`config.mk`:
```
export PLATFORM = sky130hd
export DESIGN_NAME = mmap_arbiter
export DESIGN_NICKNAME = d
export VERILOG_FILES = /design/src/rtl/pak_dsp_pkg.sv /design/src/rtl/mmap_arbiter_rr_arb2.sv /design/src/rtl/mmap_arbiter.sv
export SDC_FILE = /design/constraint.sdc
export NUM_CORES = 1
export LEC_CHECK = 0
export ABC_AREA = 0
export CAP_MARGIN = 15
export CELL_PAD_IN_SITES_DETAIL_PLACEMENT = 0
export CELL_PAD_IN_SITES_GLOBAL_PLACEMENT = 1
export CORE_MARGIN = 5
export CORE_UTILIZATION = 32
export DETAILED_ROUTE_END_ITERATION = 6
export GPL_TIMING_DRIVEN = 0
export PLACE_DENSITY = 0.92
export SYNTH_ARGS = -nofsm -noshare
export SYNTH_HDL_FRONTEND = slang
export SYNTH_HIERARCHICAL = 1
export SYNTH_SLANG_ARGS = --single-unit
```
`constraint.sdc`:
```
create_clock -name clk -period 3.3 [get_ports clk]
set_input_delay 0.66 -clock clk [delete_from_list [all_inputs] [get_ports clk]]
set_output_delay 0.66 -clock clk [all_outputs]
set_load 0.02 [all_outputs]
```
`src/rtl/pak_dsp_pkg.sv`:
```
// Shared DSP memory-map definitions: register-map sizes, arbiter FSM states
// and the latched request record used by mmap_arbiter.
package pak_dsp_pkg;

  localparam int DATA_WIDTH      = 16;
  localparam int NUM_GPR_REGS    = 1;
  localparam int NUM_COEFFS_REGS = 30;
  localparam int NUM_REGS        = NUM_GPR_REGS + NUM_COEFFS_REGS;
  localparam int ADDR_WIDTH      = $clog2(NUM_REGS);

  // Arbiter states: IDLE accepts a request, ACCESS drives the memory map.
  typedef enum logic {
    IDLE   = 1'b0,
    ACCESS = 1'b1
  } mm_state_e;

  // One accepted transaction as seen by the memory map.
  typedef struct packed {
    logic                  write;
    logic [ADDR_WIDTH-1:0] addr;
    logic [DATA_WIDTH-1:0] wdata;
  } mm_req_t;

  // True when an address lies inside the implemented register map.
  function automatic logic addr_in_range(input logic [ADDR_WIDTH-1:0] addr);
    return {1'b0, addr} < (ADDR_WIDTH + 1)'(NUM_REGS);
  endfunction

endpackage

```
`src/rtl/mmap_arbiter_rr_arb2.sv`:
```
// Two-input round-robin grant logic. A lone requester always wins; on
// contention the requester that was not granted last wins. last_grant starts
// at 1 so requester 0 wins the first contention, and moves only on acceptance.
module rr_arb2 (
  input  logic       clk,
  input  logic       arst_n,
  input  logic [1:0] req,
  input  logic       update,
  output logic [1:0] grant
);

  logic last_grant_q;

  // Combinational one-hot grant from the current requests and history.
  always_comb begin
    // NOTE: every output of a combinational block gets a default first so no
    // path through the case leaves it unassigned, which would infer a latch.
    grant = 2'b00;
    unique case (req)
      2'b01:   grant = 2'b01;
      2'b10:   grant = 2'b10;
      2'b11:   grant = last_grant_q ? 2'b01 : 2'b10;
      default: grant = 2'b00;
    endcase
  end

  // Remember the most recent winner; only an accepted grant counts.
  always_ff @(posedge clk) begin
    // NOTE: clocked state uses non-blocking assignments so every register
    // samples pre-edge values regardless of block evaluation order.
    if (!arst_n) begin
      last_grant_q <= 1'b1;
    end else if (update) begin
      last_grant_q <= grant[1];
    end
  end

endmodule

```
`src/rtl/mmap_arbiter.sv`:
```
// mmap_arbiter: shares the single DSP memory-map port between the host
// command interface (requester 0) and the coefficient loader (requester 1).
// One transaction per two cycles: accept in IDLE, access in ACCESS, response
// (rvalid/rdata/err) registered one cycle later.
// Optional build macro MMAP_COEFF_PROTECT_EN: drops coefficient writes that
// are accepted while filter_active is high and flags them with reqN_err.
module mmap_arbiter #(
  parameter int DATA_WIDTH      = pak_dsp_pkg::DATA_WIDTH,
  parameter int NUM_GPR_REGS    = pak_dsp_pkg::NUM_GPR_REGS,
  parameter int NUM_COEFFS_REGS = pak_dsp_pkg::NUM_COEFFS_REGS,
  parameter int ADDR_WIDTH      = $clog2(NUM_GPR_REGS + NUM_COEFFS_REGS)
) (
  input  logic                  clk,
  input  logic                  arst_n,
  // requester 0: host command interface
  input  logic                  req0_valid,
  input  logic                  req0_write,
  input  logic [ADDR_WIDTH-1:0] req0_addr,
  input  logic [DATA_WIDTH-1:0] req0_wdata,
  output logic                  req0_ready,
  output logic                  req0_rvalid,
  output logic [DATA_WIDTH-1:0] req0_rdata,
  output logic                  req0_err,
  // requester 1: coefficient loader
  input  logic                  req1_valid,
  input  logic                  req1_write,
  input  logic [ADDR_WIDTH-1:0] req1_addr,
  input  logic [DATA_WIDTH-1:0] req1_wdata,
  output logic                  req1_ready,
  output logic                  req1_rvalid,
  output logic [DATA_WIDTH-1:0] req1_rdata,
  output logic                  req1_err,
  // FIR status, consulted only when coefficient protection is built in
  input  logic                  filter_active,
  // memory-map port
  output logic [ADDR_WIDTH-1:0] mm_addr,
  output logic                  mm_write_en,
  output logic [DATA_WIDTH-1:0] mm_wdata,
  input  logic [DATA_WIDTH-1:0] mm_rdata
);

  import pak_dsp_pkg::*;

  localparam int TOTAL_REGS = NUM_GPR_REGS + NUM_COEFFS_REGS;

  mm_state_e  state_q, state_d;
  logic [1:0] req_valid;
  logic [1:0] grant;
  logic       accept;

  mm_req_t    win_req;
  logic       win_prot;

  mm_req_t    req_q;
  logic       owner_q;
  logic       prot_q;

  logic       addr_ok;
  logic       txn_err;
  logic       access_write;

  assign req_valid = {req1_valid, req0_valid};

  rr_arb2 u_rr_arb2 (
    .clk    (clk),
    .arst_n (arst_n),
    .req    (req_valid),
    .update (accept),
    .grant  (grant)
  );

  // Select the winning requester's transaction fields.
  always_comb begin
    win_req = '0;
    if (grant[1]) begin
      win_req.write = req1_write;
      win_req.addr  = req1_addr;
      win_req.wdata = req1_wdata;
    end else begin
      win_req.write = req0_write;
      win_req.addr  = req0_addr;
      win_req.wdata = req0_wdata;
    end
  end

`ifdef MMAP_COEFF_PROTECT_EN
  // A write aimed at a coefficient while the FIR runs is marked for dropping;
  // filter_active is sampled once, at acceptance.
  assign win_prot = filter_active && win_req.write &&
                    ({1'b0, win_req.addr} >= (ADDR_WIDTH + 1)'(NUM_GPR_REGS));
`else
  logic filter_active_unused;
  assign filter_active_unused = filter_active;
  assign win_prot = 1'b0;
`endif

  // FSM state register.
  always_ff @(posedge clk) begin
    if (!arst_n) begin
      state_q <= IDLE;
    end else begin
      state_q <= state_d;
    end
  end

  // Next-state logic and combinational ready: accept only from IDLE.
  always_comb begin
    state_d    = state_q;
    accept     = 1'b0;
    req0_ready = 1'b0;
    req1_ready = 1'b0;
    unique case (state_q)
      IDLE: begin
        if (|req_valid) begin
          accept     = 1'b1;
          req0_ready = grant[0];
          req1_ready = grant[1];
          state_d    = ACCESS;
        end
      end
      ACCESS: begin
        state_d = IDLE;
      end
      default: state_d = IDLE;
    endcase
  end

  // Latch the accepted transaction; it also drives mm_addr/mm_wdata, so they
  // hold their last value whenever no new transaction is accepted.
  always_ff @(posedge clk) begin
    if (!arst_n) begin
      req_q   <= '0;
      owner_q <= 1'b0;
      prot_q  <= 1'b0;
    end else if (accept) begin
      req_q   <= win_req;
      owner_q <= grant[1];
      prot_q  <= win_prot;
    end
  end

  assign addr_ok      = {1'b0, req_q.addr} < (ADDR_WIDTH + 1)'(TOTAL_REGS);
  assign txn_err      = !addr_ok || prot_q;
  assign access_write = (state_q == ACCESS) && req_q.write && !txn_err;

  assign mm_addr  = req_q.addr;
  assign mm_wdata = req_q.wdata;
  // NOTE: the strobe is gated by the synchronous reset itself so a write whose
  // ACCESS cycle coincides with reset never lands at that edge.
  assign mm_write_en = access_write && arst_n;

  // Register the response to the owner: read data/rvalid and error pulses.
  always_ff @(posedge clk) begin
    if (!arst_n) begin
      req0_rvalid <= 1'b0;
      req1_rvalid <= 1'b0;
      req0_err    <= 1'b0;
      req1_err    <= 1'b0;
      req0_rdata  <= '0;
      req1_rdata  <= '0;
    end else begin
      req0_rvalid <= 1'b0;
      req1_rvalid <= 1'b0;
      req0_err    <= 1'b0;
      req1_err    <= 1'b0;
      if (state_q == ACCESS) begin
        if (!req_q.write) begin
          if (owner_q) begin
            req1_rvalid <= 1'b1;
            req1_rdata  <= addr_ok ? mm_rdata : '0;
          end else begin
            req0_rvalid <= 1'b1;
            req0_rdata  <= addr_ok ? mm_rdata : '0;
          end
        end
        if (txn_err) begin
          if (owner_q) req1_err <= 1'b1;
          else         req0_err <= 1'b1;
        end
      end
    end
  end

endmodule

```
==> impl_metrics.yaml, run 1 <==
run_status:
  status: "completed"
grt:
  grt_pass1_vias: 2676
  grt_pass1_wl_um: 12910
  antenna_found_initial: 0
  grt_max_degree: 12
  grt_overflow: 0
  grt_usage_pct: 16.30
clock_tree:
  root_buffer: "clkbuf_8"
  cts_tree: "done"
  cts_max_level: 3
  clk_pin_slew_worst_paths_ns: 0.07
  clk_latency_ns: 0.33
  post_cts.repair.setup_buffers: 0
  cts_buffers: 9
  cts.sinks: 61
  clockBufferDepth: 2
  ctsHoldBuffers: 0
yosys:
  synth_fp_nets: 343
  synth_fa_ha_area_share_pct: 0
  synth_top_family_by_area: "compound AO/OA/AOI/OAI gates"
  synthSimpleGateAreaFrac_pct: 14.89
  synth_area_per_cell_um2: 9.524
  synthesis.area_um2: 2648
  synth_mux_area_share_pct: 8.696
  synth_xor_area_share_pct: 0
  synth_seq_cells: 61
  synth_compound_area_share_pct: 19.05
  synth_cells: 278
  yosys_warnings: 6
  ys_seq_area_share_pct: 46.12
  synth_cell_types: 26
critical_path:
  cp-end-kind: "output pin"
  crit_chain: "clkdlybuf4s50_1, clkbuf_4, nand2_1, nor3b_1, clkdlybuf4s50_1"
  start_kind: "input pin"
  cpMostUsedCell: "clkdlybuf4s50_1"
  slowest_delay_ns: 0.65
  cp_data_arrival_time_ns: 2.49
  critPathMaxFanout: 10
  slowest_stage: "clkdlybuf4s50_1"
  crit_required_ns: 2.64
  crit_type: "input pin to output pin"
cells_and_area:
  diodes: 0
  finalNonFillerCells: 519
  stdcell_area_um2: 4210
  nets: 474
  area_delta_synth_final_pct: 59.03
  final_common_cell: "clkdlybuf4s50_1"
  drive_gt1_share_pct: 15.22
  mostFrequentLayoutCells: "clkdlybuf4s50_1 (123), dfxtp_1 (61), nand3_1 (33)"
drt:
  drtIter0Drc: 48
  post_drt_via_cell_ratio: 4.832
  antenna_left: 0
  vias: 2508
  wire_per_inst_um: 15.35
  wl_um: 7968
  drt_pass1_iterations: 4
  drc_errors: 0
timing:
  worstMarginPinSlew_ns: 0.6029
  period_minus_slack_ns: 3.153
  finalHoldViolCount: 0
  setup_viol: 0
  rsz0062_at_grt: "false"
  fin_crit_sh_pct: 95.54
  finalMaxSlewViolations: 0
  fmax_ghz: 0.3172
  fin_worst_skew_ns: 0.006184
  relSlewSlack_pct: 59.81
floorplanning:
  die_width_um: 101.0
  dieArea_um2: 10190
  core_um2: 8134
  rows: 33
  chipHeight_um: 101.0
  initial_core_util_pct: 32.55
  floorplan.io_pins: 125
place:
  dp_hpwl_um: 6206
  numPortBuffers: 123
  dp_cells: 506
  dpl_cell_area_um2: 4010
  gp_congestion: 0.7698
power_and_ir_drop:
  powerDensity_nw_per_um2: 461.4
  vdd_ir_drop_max_v: 0.0001545
  p_leak_nw: 1.619
job:
  drv_cap: 0
worst_hold_path:
  hold_class: "flip-flop to flip-flop"
[through the flow]
stage          total power [W]  utilization, %  TNS (ns)  setup slack (ns)  hold WS [ns]
2_1_floorplan         0.001049               -         0            0.8779        0.4499
3_3_place_gp          0.001249           49.30   -0.2994           -0.1930        0.4564
3_5_place_dp          0.001256           49.30   -0.3101           -0.2031        0.4608
4_1_cts               0.001968           51.95         0         0.0001246        0.4705
5_1_grt               0.002036           51.76         0           0.02187        0.5014
6_report              0.001943           51.76         0            0.1470        0.4671
[registers in the layout, summed over array words and instances, names as in the netlist, 5 cells and up]
register    flops
req1_rdata     16
req0_rdata     16
mm_addr         5
mm_wdata       16
[cells in the mapped netlist]
| library cell | instances | area share, % |
|---|---|---|
| nand3_1 | 33 | 6.2 |
| nor3b_1 | 1 | 0.28 |
| nor4_1 | 1 | 0.24 |
| buf_1 | 2 | 0.28 |
| inv_1 | 2 | 0.28 |
| a211oi_1 | 22 | 6.2 |
| nand3b_1 | 1 | 0.28 |
| a21boi_1 | 1 | 0.28 |
| nand2_1 | 18 | 2.6 |
| inv_2 | 1 | 0.14 |
| or3b_1 | 1 | 0.33 |
| nor2b_1 | 1 | 0.24 |
| o31ai_2 | 13 | 6.1 |
| o31ai_1 | 19 | 5.4 |
| buf_4 | 22 | 6.2 |
| clkbuf_1 | 11 | 1.6 |
| buf_6 | 2 | 0.85 |
| o21ba_2 | 1 | 0.38 |
| a21boi_0 | 1 | 0.28 |
| buf_2 | 10 | 1.9 |
| a211o_1 | 1 | 0.33 |
| mux2i_1 | 23 | 8.7 |
| and4_1 | 1 | 0.33 |
| dfxtp_1 | 61 | 46 |
| nor2_1 | 26 | 3.7 |
| and2_1 | 3 | 0.71 |
[path summary, 6_finish.rpt]
kind	start	endpoint	slack (ns)	depth (start not counted)
min	req1_rdata[2]	req1_rdata[2]	0.47	2
max reg2reg	state_q	u_rr_arb2/last_grant_q	1.62	4
min reg2reg	req1_rdata[2]	req1_rdata[2]	0.47	2
max	arst_n	mm_write_en	0.15	5
[final cells by class]
type,count,area [um2]
fill,778,3924
timing repair buffer,123,1231
sequential,61,1221
multi-input combinational,167,1129
buffer,44,280.3
clock buffer,11,131.4
tap,105,131.4
clock inverter,5,75.07
inverter,3,11.26
[critical path, delay by kind of cell]
family	cells	cell delay, ns
buffers and inverters	3	1.57
and+or+nand+nor	2	0.25
[routing by layer]
| layer | vias up | track usage (%) | wire length [um] |
|---|---|---|---|
| met5 | - | 0 | 0 |
| met4 | 0 | 5.317 | 93 |
| met3 | 8 | 7.958 | 824 |
| met2 | 103 | 27.14 | 3777 |
| met1 | 1162 | 18.24 | 3272 |
| li1 | 1235 | - | - |
[report_power, final]
group | internal, W | switching [W]
combinational | 0.000229 | 0.000194
sequential | 0.000783 | 0.0000274
clock | 0.000422 | 0.000286
[timing repair]
| item | CTS | global route |
|---|---|---|
| endpoints found under the setup margin | 2 | 3 |
| gates cloned | 0 | 0 |
| gates resized for setup | 4 | 0 |
| pin swaps | 0 | 0 |
[cell families (layout without fill, tap and decap cells)]
family | count (synthesis) | count (layout)
flops | 61 | 61
mux | 23 | 23
buf+inv | 50 | 186
compound gates | 58 | 58
simple gates | 86 | 86
No activity file was read; power rests on OpenSTA's default activity.
==> run 2, diff against run 1 <==
--- a/config.mk
+++ b/config.mk
@@ -13,6 +13,7 @@
 export CORE_UTILIZATION = 32
 export DETAILED_ROUTE_END_ITERATION = 6
 export GPL_TIMING_DRIVEN = 0
+export HOLD_SLACK_MARGIN = 0.15
 export PLACE_DENSITY = 0.92
 export SYNTH_ARGS = -nofsm -noshare
 export SYNTH_HDL_FRONTEND = slang
==> results of run 2 <==
The final DEF is identical to that of run 1; final timing and power are the same.
